File: src/rtl/input_vc_buffer.sv
// Router input virtual-channel buffer: FIFO of single-flit packets filled over a
// req/gnt handshake, drained towards the output-port arbiters using XY routing.
module input_vc_buffer #(
    parameter int         DEPTH = 4,
    parameter logic [3:0] CUR_X = 4'd0,
    parameter logic [3:0] CUR_Y = 4'd0
) (
    input  logic                     clk,
    input  logic                     rst,
    input  logic                     req_up,
    input  logic [31:0]              packet_in,
    output logic                     gnt_up,
    output logic                     full,
    output logic [$clog2(DEPTH):0]   count,
    output logic [4:0]               req_out,
    input  logic [4:0]               gnt_out,
    output logic [31:0]              packet_out
);

    localparam int PW = $clog2(DEPTH);
    localparam int CW = PW + 1;
    localparam logic [CW-1:0] DEPTH_C = CW'(DEPTH);
    localparam logic [CW-1:0] CNT_ONE = CW'(1);
    localparam logic [CW-1:0] CNT_ZERO = {CW{1'b0}};
    localparam logic [PW-1:0] PTR_ONE = PW'(1);

    typedef enum logic [0:0] {W_IDLE = 1'b0, W_ACK = 1'b1} w_state_t;
    typedef enum logic [1:0] {R_IDLE = 2'd0, R_ROUTE = 2'd1, R_WAIT_GNT = 2'd2} r_state_t;

    // XY routing, X resolved first; one-hot {West, South, East, North, Local}
    function automatic logic [4:0] xy_route(input logic [3:0] dx, input logic [3:0] dy);
        logic [4:0] dir;
        if (dx > CUR_X) begin
            dir = 5'b00100;
        end else if (dx < CUR_X) begin
            dir = 5'b10000;
        end else if (dy > CUR_Y) begin
            dir = 5'b01000;
        end else if (dy < CUR_Y) begin
            dir = 5'b00010;
        end else begin
            dir = 5'b00001;
        end
        return dir;
    endfunction

    logic [31:0]   mem_r [DEPTH];
    logic [PW-1:0] wr_ptr_r;
    logic [PW-1:0] rd_ptr_r;
    logic [CW-1:0] count_r;
    logic [CW-1:0] count_next_s;
    logic          full_r;
    logic          gnt_up_r;
    logic [4:0]    req_out_r;
    logic [31:0]   packet_out_r;
    w_state_t      w_state_r;
    w_state_t      w_state_next_s;
    r_state_t      r_state_r;
    r_state_t      r_state_next_s;
    logic          wr_en_s;
    logic          pop_s;
    logic          route_load_s;
    logic [31:0]   head_s;

    assign head_s = mem_r[rd_ptr_r];

    // Write FSM state register
    always_ff @(posedge clk) begin
        if (!rst) begin
            w_state_r <= W_IDLE;
        end else begin
            w_state_r <= w_state_next_s;
        end
    end

    // Write FSM next state: W_ACK waits for upstream to drop req so each request writes once
    always_comb begin
        w_state_next_s = w_state_r;
        case (w_state_r)
            W_IDLE: begin
                if (req_up && !full_r) begin
                    w_state_next_s = W_ACK;
                end else begin
                    w_state_next_s = W_IDLE;
                end
            end
            W_ACK: begin
                if (!req_up) begin
                    w_state_next_s = W_IDLE;
                end else begin
                    w_state_next_s = W_ACK;
                end
            end
            default: w_state_next_s = W_IDLE;
        endcase
    end

    // Write FSM outputs; uses the registered full, so a same-edge pop cannot unblock a write
    always_comb begin
        wr_en_s = 1'b0;
        case (w_state_r)
            W_IDLE: begin
                if (req_up && !full_r) begin
                    wr_en_s = 1'b1;
                end else begin
                    wr_en_s = 1'b0;
                end
            end
            W_ACK:   wr_en_s = 1'b0;
            default: wr_en_s = 1'b0;
        endcase
    end

    // Read FSM state register
    always_ff @(posedge clk) begin
        if (!rst) begin
            r_state_r <= R_IDLE;
        end else begin
            r_state_r <= r_state_next_s;
        end
    end

    // Read FSM next state
    always_comb begin
        r_state_next_s = r_state_r;
        case (r_state_r)
            R_IDLE: begin
                if (count_r != CNT_ZERO) begin
                    r_state_next_s = R_ROUTE;
                end else begin
                    r_state_next_s = R_IDLE;
                end
            end
            R_ROUTE: r_state_next_s = R_WAIT_GNT;
            R_WAIT_GNT: begin
                if (pop_s) begin
                    if (count_next_s != CNT_ZERO) begin
                        r_state_next_s = R_ROUTE;
                    end else begin
                        r_state_next_s = R_IDLE;
                    end
                end else begin
                    r_state_next_s = R_WAIT_GNT;
                end
            end
            default: r_state_next_s = R_IDLE;
        endcase
    end

    // Read FSM outputs; grants on unrequested ports are masked off
    always_comb begin
        pop_s        = 1'b0;
        route_load_s = 1'b0;
        case (r_state_r)
            R_IDLE:     route_load_s = 1'b0;
            R_ROUTE:    route_load_s = 1'b1;
            R_WAIT_GNT: pop_s = ((gnt_out & req_out_r) != 5'b00000);
            default: begin
                pop_s        = 1'b0;
                route_load_s = 1'b0;
            end
        endcase
    end

    // Occupancy after this edge
    always_comb begin
        count_next_s = count_r;
        case ({wr_en_s, pop_s})
            2'b10:   count_next_s = count_r + CNT_ONE;
            2'b01:   count_next_s = count_r - CNT_ONE;
            default: count_next_s = count_r;
        endcase
    end

    // Storage is deliberately left uncleared by reset
    always_ff @(posedge clk) begin
        if (wr_en_s) begin
            mem_r[wr_ptr_r] <= packet_in;
        end
    end

    // Pointers, occupancy and registered outputs
    always_ff @(posedge clk) begin
        if (!rst) begin
            wr_ptr_r     <= {PW{1'b0}};
            rd_ptr_r     <= {PW{1'b0}};
            count_r      <= CNT_ZERO;
            full_r       <= 1'b0;
            gnt_up_r     <= 1'b0;
            req_out_r    <= 5'b00000;
            packet_out_r <= 32'h0000_0000;
        end else begin
            if (wr_en_s) begin
                wr_ptr_r <= wr_ptr_r + PTR_ONE;
            end
            if (pop_s) begin
                rd_ptr_r <= rd_ptr_r + PTR_ONE;
            end
            count_r  <= count_next_s;
            full_r   <= (count_next_s == DEPTH_C);
            gnt_up_r <= wr_en_s;
            if (route_load_s) begin
                req_out_r    <= xy_route(head_s[31:28], head_s[27:24]);
                packet_out_r <= head_s;
            end else if (pop_s) begin
                req_out_r <= 5'b00000;
            end
        end
    end

    assign gnt_up     = gnt_up_r;
    assign full       = full_r;
    assign count      = count_r;
    assign req_out    = req_out_r;
    assign packet_out = packet_out_r;

endmodule

File: config.mk
export PLATFORM = sky130hd
export DESIGN_NAME = input_vc_buffer
export DESIGN_NICKNAME = d
export VERILOG_FILES = /design/src/rtl/input_vc_buffer.sv
export SDC_FILE = /design/constraint.sdc
export NUM_CORES = 1
export LEC_CHECK = 0
export BUFFER_PORTS_ARGS = -buffer_cell sky130_fd_sc_hd__buf_4
export CAP_MARGIN = 20
export CORE_AREA = 2 2 124 126
export CTS_BUF_LIST = sky130_fd_sc_hd__clkbuf_8 sky130_fd_sc_hd__clkbuf_16
export DETAILED_ROUTE_END_ITERATION = 10
export DIE_AREA = 0 0 126 128
export PLACE_DENSITY = 0.69
export SLEW_MARGIN = 20
export SYNTH_ARGS = -nofsm -noshare
export SYNTH_HDL_FRONTEND = slang
export SYNTH_SLANG_ARGS = --single-unit
File: constraint.sdc
create_clock -name clk -period 2.55 [get_ports clk]
set_clock_uncertainty 0.05 [all_clocks]
set_input_delay 0.3825 -clock clk [delete_from_list [all_inputs] [get_ports clk]]
set_output_delay 0.3825 -clock clk [all_outputs]
set_load 0.01 [all_outputs]
* After elaboration in Yosys (flattened, before gate mapping) *
Memory sizes are Yosys's and may differ from the RTL's. A register that Yosys moved wholly into a read port is not among the register bits.
Cells that the tools add are included.
Widths: inputs -> output; s select.

storage, ports and cells
  bits in registers = 49
  bits in latches = 0
  memory bits (writable) = 128
  bits in read-only memories = 0
  input port bits = 40
  output and inout bits = 42
  logic and storage cells = 53
  memories = 1

memory list
  memory  words  bits a word  read ports  clocked after Yosys merged registers in  wr ports  RTL line  text
  mem_r   4      32           1           1                                        1         47        logic [31:0] mem_r [DEPTH];

cells by class
  $add $sub $neg = 4
  $mul = 0
  div/mod/pow operators = 0
  magnitude comparators = 4
  equal/unequal tests = 5
  shift operators = 0
  mux-type cells = 21
  bitwise gates (word level) = 2
  reduce and logical (&&, ||, !) cells = 7

operator list
  kind                 number
  $mux 5               4
  $gt 4x1->1 const B   2
  $lt 4x1->1 const B   2
  $mux 1               8
  $mux 2               4
  $pmux 2 s3           1
  $pmux 3 s2           1
  $reduce_bool 3->1    2
  $and 5x5->5          1
  $reduce_bool 5->1    1
  $add 2x1->2 const B  2
  $eq 2x1->1 const B   2
  $eq 2x2->1 const B   2
  $mux 4               1
  $pmux 1 s2           2
  $add 3x1->3 const B  1
  $eq 3x3->1 const B   1
  $sub 3x1->3 const B  1
  $logic_not 2->1      1
  $reduce_bool 2->1    1
  $logic_and 1x1->1    1
  $logic_not 1->1      1
  $not 1->1            1

* Logic depth before layout (Yosys ltp) *
  depth after elaboration = 10
  mapped depth = 8
  depth with buffers taken out = 8

* Least setup slack after synthesis *
OpenSTA, ideal clock, no wires.

  kind = input-to-reg
  start point = in gnt_out[0]
  end point = reg r_state_r[0]
  setup time = 115 ps
  arrival time = 2,503 ps
  data required time = 2,385 ps
  path slack = -117 ps
  stages = 8
  buffers on the path = 0
  path through = a222oi_1 -> nor2_1 -> ha_1 -> fa_1 -> xnor2_1 -> xor2_1 -> a21o_1 -> a2111oi_0

on the way
  longest elaborated chain between the ends = 9
  elaborated cells between the ends (all ways) = 10
  classes of those cells = eq/ne: 2; mux: 5; bitwise: 1; reduce/logical: 2

ends and longest elaborated chain
  element                                          RTL line  text
  start: declaration                               16        input logic [4:0] gnt_out,
  $and 5x5->5 (*)                                  157       R_WAIT_GNT: pop_s = ((gnt_out & req_out_r) != 5'b00000);
  $reduce_bool 5->1 (*)                            157
  $mux 1 (*)                                       154       case (r_state_r)
  $eq 2x1->1 / $eq 2x2->1 (equally long branches)  168       case ({wr_en_s, pop_s})
  $pmux 3 s2                                       168
  $reduce_bool 3->1                                137       if (count_next_s != CNT_ZERO) begin
  $mux 1                                           137
  $mux 2 (*)                                       136       if (pop_s) begin
  $pmux 2 s3 (*)                                   126       case (r_state_r)
  end signal: assignment                           119       r_state_r <= r_state_next_s;
  end: declaration                                 58        r_state_t r_state_r;

Mark *: on every way between the ends. The rest lies on a longest branch, timed or not.
A chain may end at the register's enable or synchronous reset.

* Worst setup path in the final report *
  start point = reg req_out_r[0], in the netlist req_out[0]
  end point = reg r_state_r[0]

on the way
  longest elaborated chain between the ends = 9
  elaborated cells between the ends (all ways) = 10
  classes of those cells = eq/ne: 2; mux: 5; bitwise: 1; reduce/logical: 2

ends and longest elaborated chain
  element                                          RTL line  text
  start: declaration                               54        logic [4:0] req_out_r;
  start signal: assignment                         203       req_out_r <= xy_route(head_s[31:28], head_s[27:24]);
  $and 5x5->5 (*)                                  157
  $reduce_bool 5->1 (*)                            157
  $mux 1 (*)                                       154
  $eq 2x1->1 / $eq 2x2->1 (equally long branches)  168
  $pmux 3 s2                                       168
  $reduce_bool 3->1                                137
  $mux 1                                           137
  $mux 2 (*)                                       136
  $pmux 2 s3 (*)                                   126

Marks and branches as above.

==> results.rst <==
.. list-table::
   :header-rows: 1

   * - Metric
     - Value
   * - Highest fanout seen on the critical path
     - 3
   * - Total of buffers placed on input and output ports
     - 77
   * - Worst hold path endpoint
     - mem_r[2][21]$_DFFE_PP_
   * - Remaining antenna violation count
     - 0
   * - Die width
     - about 130 um
   * - Routed len/inst
     - between 15 and 20 um
   * - Critical Path Slowest Stage Cell
     - sky130_fd_sc_hd__a222oi_1
   * - Post-Layout Cell Count
     - ~700
   * - Number of antenna violations at the first check in global routing
     - 0
   * - Total of flip-flops plus latches after synthesis
     - around 180
   * - Number of antenna cells inserted
     - 0
   * - Worst Slack Setup Final
     - about 0.2 ns
   * - Max Slew Vio Count
     - 0
   * - Arrival time of data at the critical path endpoint
     - roughly 2.6 ns
   * - Number of global-route vias before repair
     - approximately 3600
   * - Part of the total power dissipated in combinational logic
     - ~8%
   * - Startpoint of the worst register-to-register path
     - req_out[0]$_SDFFE_PN0P_
   * - Period Utilization, post-route
     - 92.2%
   * - Post-synth EDFFs
     - approximately 130
   * - Core box area
     - 14900 um^2
   * - Switching Share
     - 21.5%
   * - Worst setup slack after placement
     - -0.110 ns
   * - Global-route wire length before repair
     - ~19 mm
   * - Number of ports placed on the die boundary
     - just over 80
   * - Leak Pwr
     - 2.84 nW
   * - Wire length reported by the detailed router
     - 12.1 mm
   * - CTS Root Cell
     - sky130_fd_sc_hd__clkbuf_16
   * - GP Congestion
     - roughly 0.70
   * - Fraction of layout cells with a size suffix above 1
     - 34.3%
   * - Avg Synthesized Cell Area
     - about 16 um^2
   * - Ranking of synthesized cells by instance count
     - 128 x sky130_fd_sc_hd__edfxtp_1, 65 x sky130_fd_sc_hd__nand2_1, 49 x sky130_fd_sc_hd__dfxtp_1
   * - Maximum level of the CTS H-tree
     - 4
   * - Final global-route overflow total
     - 0
   * - Remaining design rule violation count
     - 0
   * - Half-perimeter wire length of the detailed placement result
     - just over 8 mm
   * - Number of warnings reported in the yosys synthesis log
     - 0
   * - Number of instances in the placed design
     - approximately 660
   * - Die ar.
     - between 15000 and 20000 um^2
   * - Pin count of the biggest net entering global routing
     - 47
   * - Number of unique standard cell types used by synthesis
     - 37
   * - Buffers and inverters on the worst path
     - 0
   * - Kind of launch point of the worst setup path
     - flip-flop
   * - Maximum achievable frequency
     - 0.426 GHz
   * - Maximum buffer depth of the clock tree
     - 2
   * - Clock tree from TritonCTS
     - built
   * - Outcome
     - finished, final reports clean
   * - Post-detailed-route via-to-cell ratio
     - around 5.0
   * - Initial Utilization
     - between 40% and 50%
   * - Top_reg_cell synth
     - sky130_fd_sc_hd__edfxtp_1
   * - Number of cells traversed by the worst register-to-register path
     - 8
   * - Critical Path Stages
     - 8
   * - Sequential area share after synthesis
     - approximately three quarters
   * - Proportion of register bits with asynchronous set or reset after synthesis
     - 0%
   * - Post-route design area
     - approximately 8100 um^2
   * - Total power
     - roughly 6.4 mW
   * - Worst-Skew Late Latency
     - roughly 0.42 ns
   * - Worst flop-to-flop path endpoint
     - r_state_r[0]$_SDFF_PN0_
   * - Post-synthesis cell type with the largest combined area
     - sky130_fd_sc_hd__edfxtp_1
   * - Synth area leaders
     - sky130_fd_sc_hd__edfxtp_1 59%, sky130_fd_sc_hd__dfxtp_1 15%, sky130_fd_sc_hd__mux4_2 11%
   * - Total Routing Usage GR
     - between 10% and 20%
   * - Worst path cell trace
     - a222oi_1 -> nor2_1 -> ha_2 -> fa_2 -> xnor2_2 -> xor2_1 -> a21o_1 -> a2111oi_2
   * - Worst setup EP type
     - flip-flop
   * - Net total in the final layout
     - 540
   * - Sw Pwr
     - roughly 1.4 mW
   * - Worst Max-Slew Pin Slew
     - 0.836 ns
   * - Area share of the largest cell type after synthesis
     - 59.0%
   * - Number of placement rows
     - 45
   * - Cell depth of the worst hold path
     - 1
   * - Post-route minimum period
     - between 2 and 2.5 ns
   * - First drt pass iteration count
     - 4
   * - Clk sinks
     - between 150 and 200
   * - Setup_tns
     - 0 ns
   * - Internal cell power
     - ~5 mW
   * - Max-Cap Viols
     - 0
   * - Die Span Y
     - 128 um
   * - Power per standard cell area
     - about 790 nW/um^2
   * - CP max stage delay
     - between 0.3 and 0.4 ns
   * - Final Hold Violating Endpoints
     - 0
   * - Part of the total power dissipated in sequential elements
     - 51.6%
   * - Total of hold buffers inserted after clock tree synthesis
     - 0
   * - Relative slew slack
     - approximately 44%
   * - Startpoint of the most critical hold path
     - packet_in[21]
   * - CTS clk-pin slew, worst paths
     - approximately 0.07 ns
   * - Netlist area before placement
     - around 6500 um^2
   * - Clock network fraction of total power
     - 40.5%
   * - Worst Path Required
     - between 2 and 3 ns
   * - Layout Area Growth over Synthesis
     - 23.9%
   * - Worst IR Drop VDD
     - 0.491 mV
   * - Number of buffers created by CTS
     - 17
   * - RSZ-0062 raised after global routing
     - false
   * - Post-Synthesis Cells
     - just under 400
   * - Slack of the worst reg-to-reg path
     - roughly 0.2 ns
   * - Critical setup path kind
     - flip-flop to flip-flop
   * - Total vias in the final route
     - ~3500
   * - Number of failing setup endpoints in the final timing report
     - 0
   * - Instance area after placement
     - 7460 um^2
   * - Path category of the worst min-delay check
     - input pin to flip-flop
   * - Initial DRC Count
     - 300
   * - Most instantiated library cell after synthesis
     - sky130_fd_sc_hd__edfxtp_1
   * - Gate family responsible for the most delay along the worst path
     - compound AO/OA/AOI/OAI gates
==> state kept, by name (all words and copies together), names as in the netlist, named ones only <==
register / cells
req_out: 3
packet_out: 32
gnt_up: 1
full: 1
rd_ptr_r: 2
mem_r: 128
w_state_r: 1
r_state_r: 2
wr_ptr_r: 2
count: 3
==> area by class of cell <==
class	instances	area, um^2
clock buffers	22	517
flip-flops and latches	177	4830
clock inverters	10	88.8
repair buffers	98	786
well taps	188	235
fillers	1207	6790
multi-input cells	194	1600
inverters	6	22.5
==> per-layer routing <==
layer / track usage, % / part of all wire, %
met5: 0 / 0
met4: 6.72 / 1.9
met3: 4.17 / 4.8
met2: 26.6 / 51
met1: 19.4 / 42
==> how the worst max path moves through the flow <==
stage | startpoint | endpoint | slack (ns)
final | req_out[0]$_SDFFE_PN0P_ | r_state_r[0]$_SDFF_PN0_ | 0.20
after CTS | req_out[0]$_SDFFE_PN0P_ | r_state_r[0]$_SDFF_PN0_ | 0.05
after global placement | gnt_out[0] | r_state_r[0]$_SDFF_PN0_ | 0.07
after detailed placement | gnt_out[0] | r_state_r[0]$_SDFF_PN0_ | -0.11
after global routing | req_out[0]$_SDFFE_PN0P_ | r_state_r[0]$_SDFF_PN0_ | 0.0008
after floorplan | gnt_out[0] | r_state_r[0]$_SDFF_PN0_ | -0.02
==> layout by cell type (no fill, tap or decap), drive strengths merged, types with 2 or more instances in the layout <==
cell type / netlist / routed
a21oi: 37 / 37
and2: 5 / 5
buf: 11 / 98
clkbuf: 11 / 22
clkinv: 0 / 4
conb: 1 / 2
dfxtp: 49 / 49
edfxtp: 128 / 128
ha: 5 / 5
inv: 6 / 11
mux2i: 3 / 3
mux4: 31 / 31
nand2: 65 / 65
nand2b: 2 / 2
nor2: 14 / 14
nor3b: 5 / 5
o21ai: 2 / 2
or4: 2 / 2
xnor2: 4 / 4
xor2: 3 / 3
==> stage by stage <==
| step | hold WS (ns) | util [%] |
|---|---|---|
| floorplan | 0.375 | - |
| global placement | 0.386 | 50.2 |
| detailed placement | 0.400 | 50.2 |
| CTS | 0.0934 | 54.2 |
| global route | 0.0894 | 54.3 |
| finish | 0.106 | 54.3 |
==> power groups by stage <==
stage	combinational, mW	sequential [mW]	clock, mW
finish	0.503	3.29	2.58
CTS	0.510	3.29	2.62
detailed placement	0.508	3.35	0
floorplan	0.237	3.36	0
global route	0.557	3.30	2.74
global placement	0.496	3.34	0
==> logic make-up after synthesis <==
kind of cell / after synthesis / synth area share (%)
multiplexers: 34 / 11.2
AO/OA/AOI/OAI: 46 / 3.90
adder cells (fa/ha/maj): 6 / 1.27
XOR/XNOR: 7 / 0.941
buffers and inverters: 28 / 1.90
AND/OR/NAND/NOR: 99 / 6.70
flip-flops: 177 / 74.1
other: 1 / 0.0576
==> what timing repair did <==
action	4_1_cts	5_1_grt
gates cloned	0	0
buffers inserted	0	1
gates resized for setup	1	1
endpoints found under the setup margin	1	1
hold endpoints to repair	0	0
pin swaps	0	1
==> worst register-to-register path, cell delays in order, from the launching register on <==
cell and delay [ns]:
sky130_fd_sc_hd__dfxtp_1 0.33, sky130_fd_sc_hd__a222oi_1 0.37, sky130_fd_sc_hd__nor2_1 0.11, sky130_fd_sc_hd__ha_2 0.22, sky130_fd_sc_hd__fa_2 0.36, sky130_fd_sc_hd__xnor2_2 0.15
sky130_fd_sc_hd__xor2_1 0.14, sky130_fd_sc_hd__a21o_1 0.19, sky130_fd_sc_hd__a2111oi_2 0.31
Note: power is estimated with default switching activity, not from simulation.
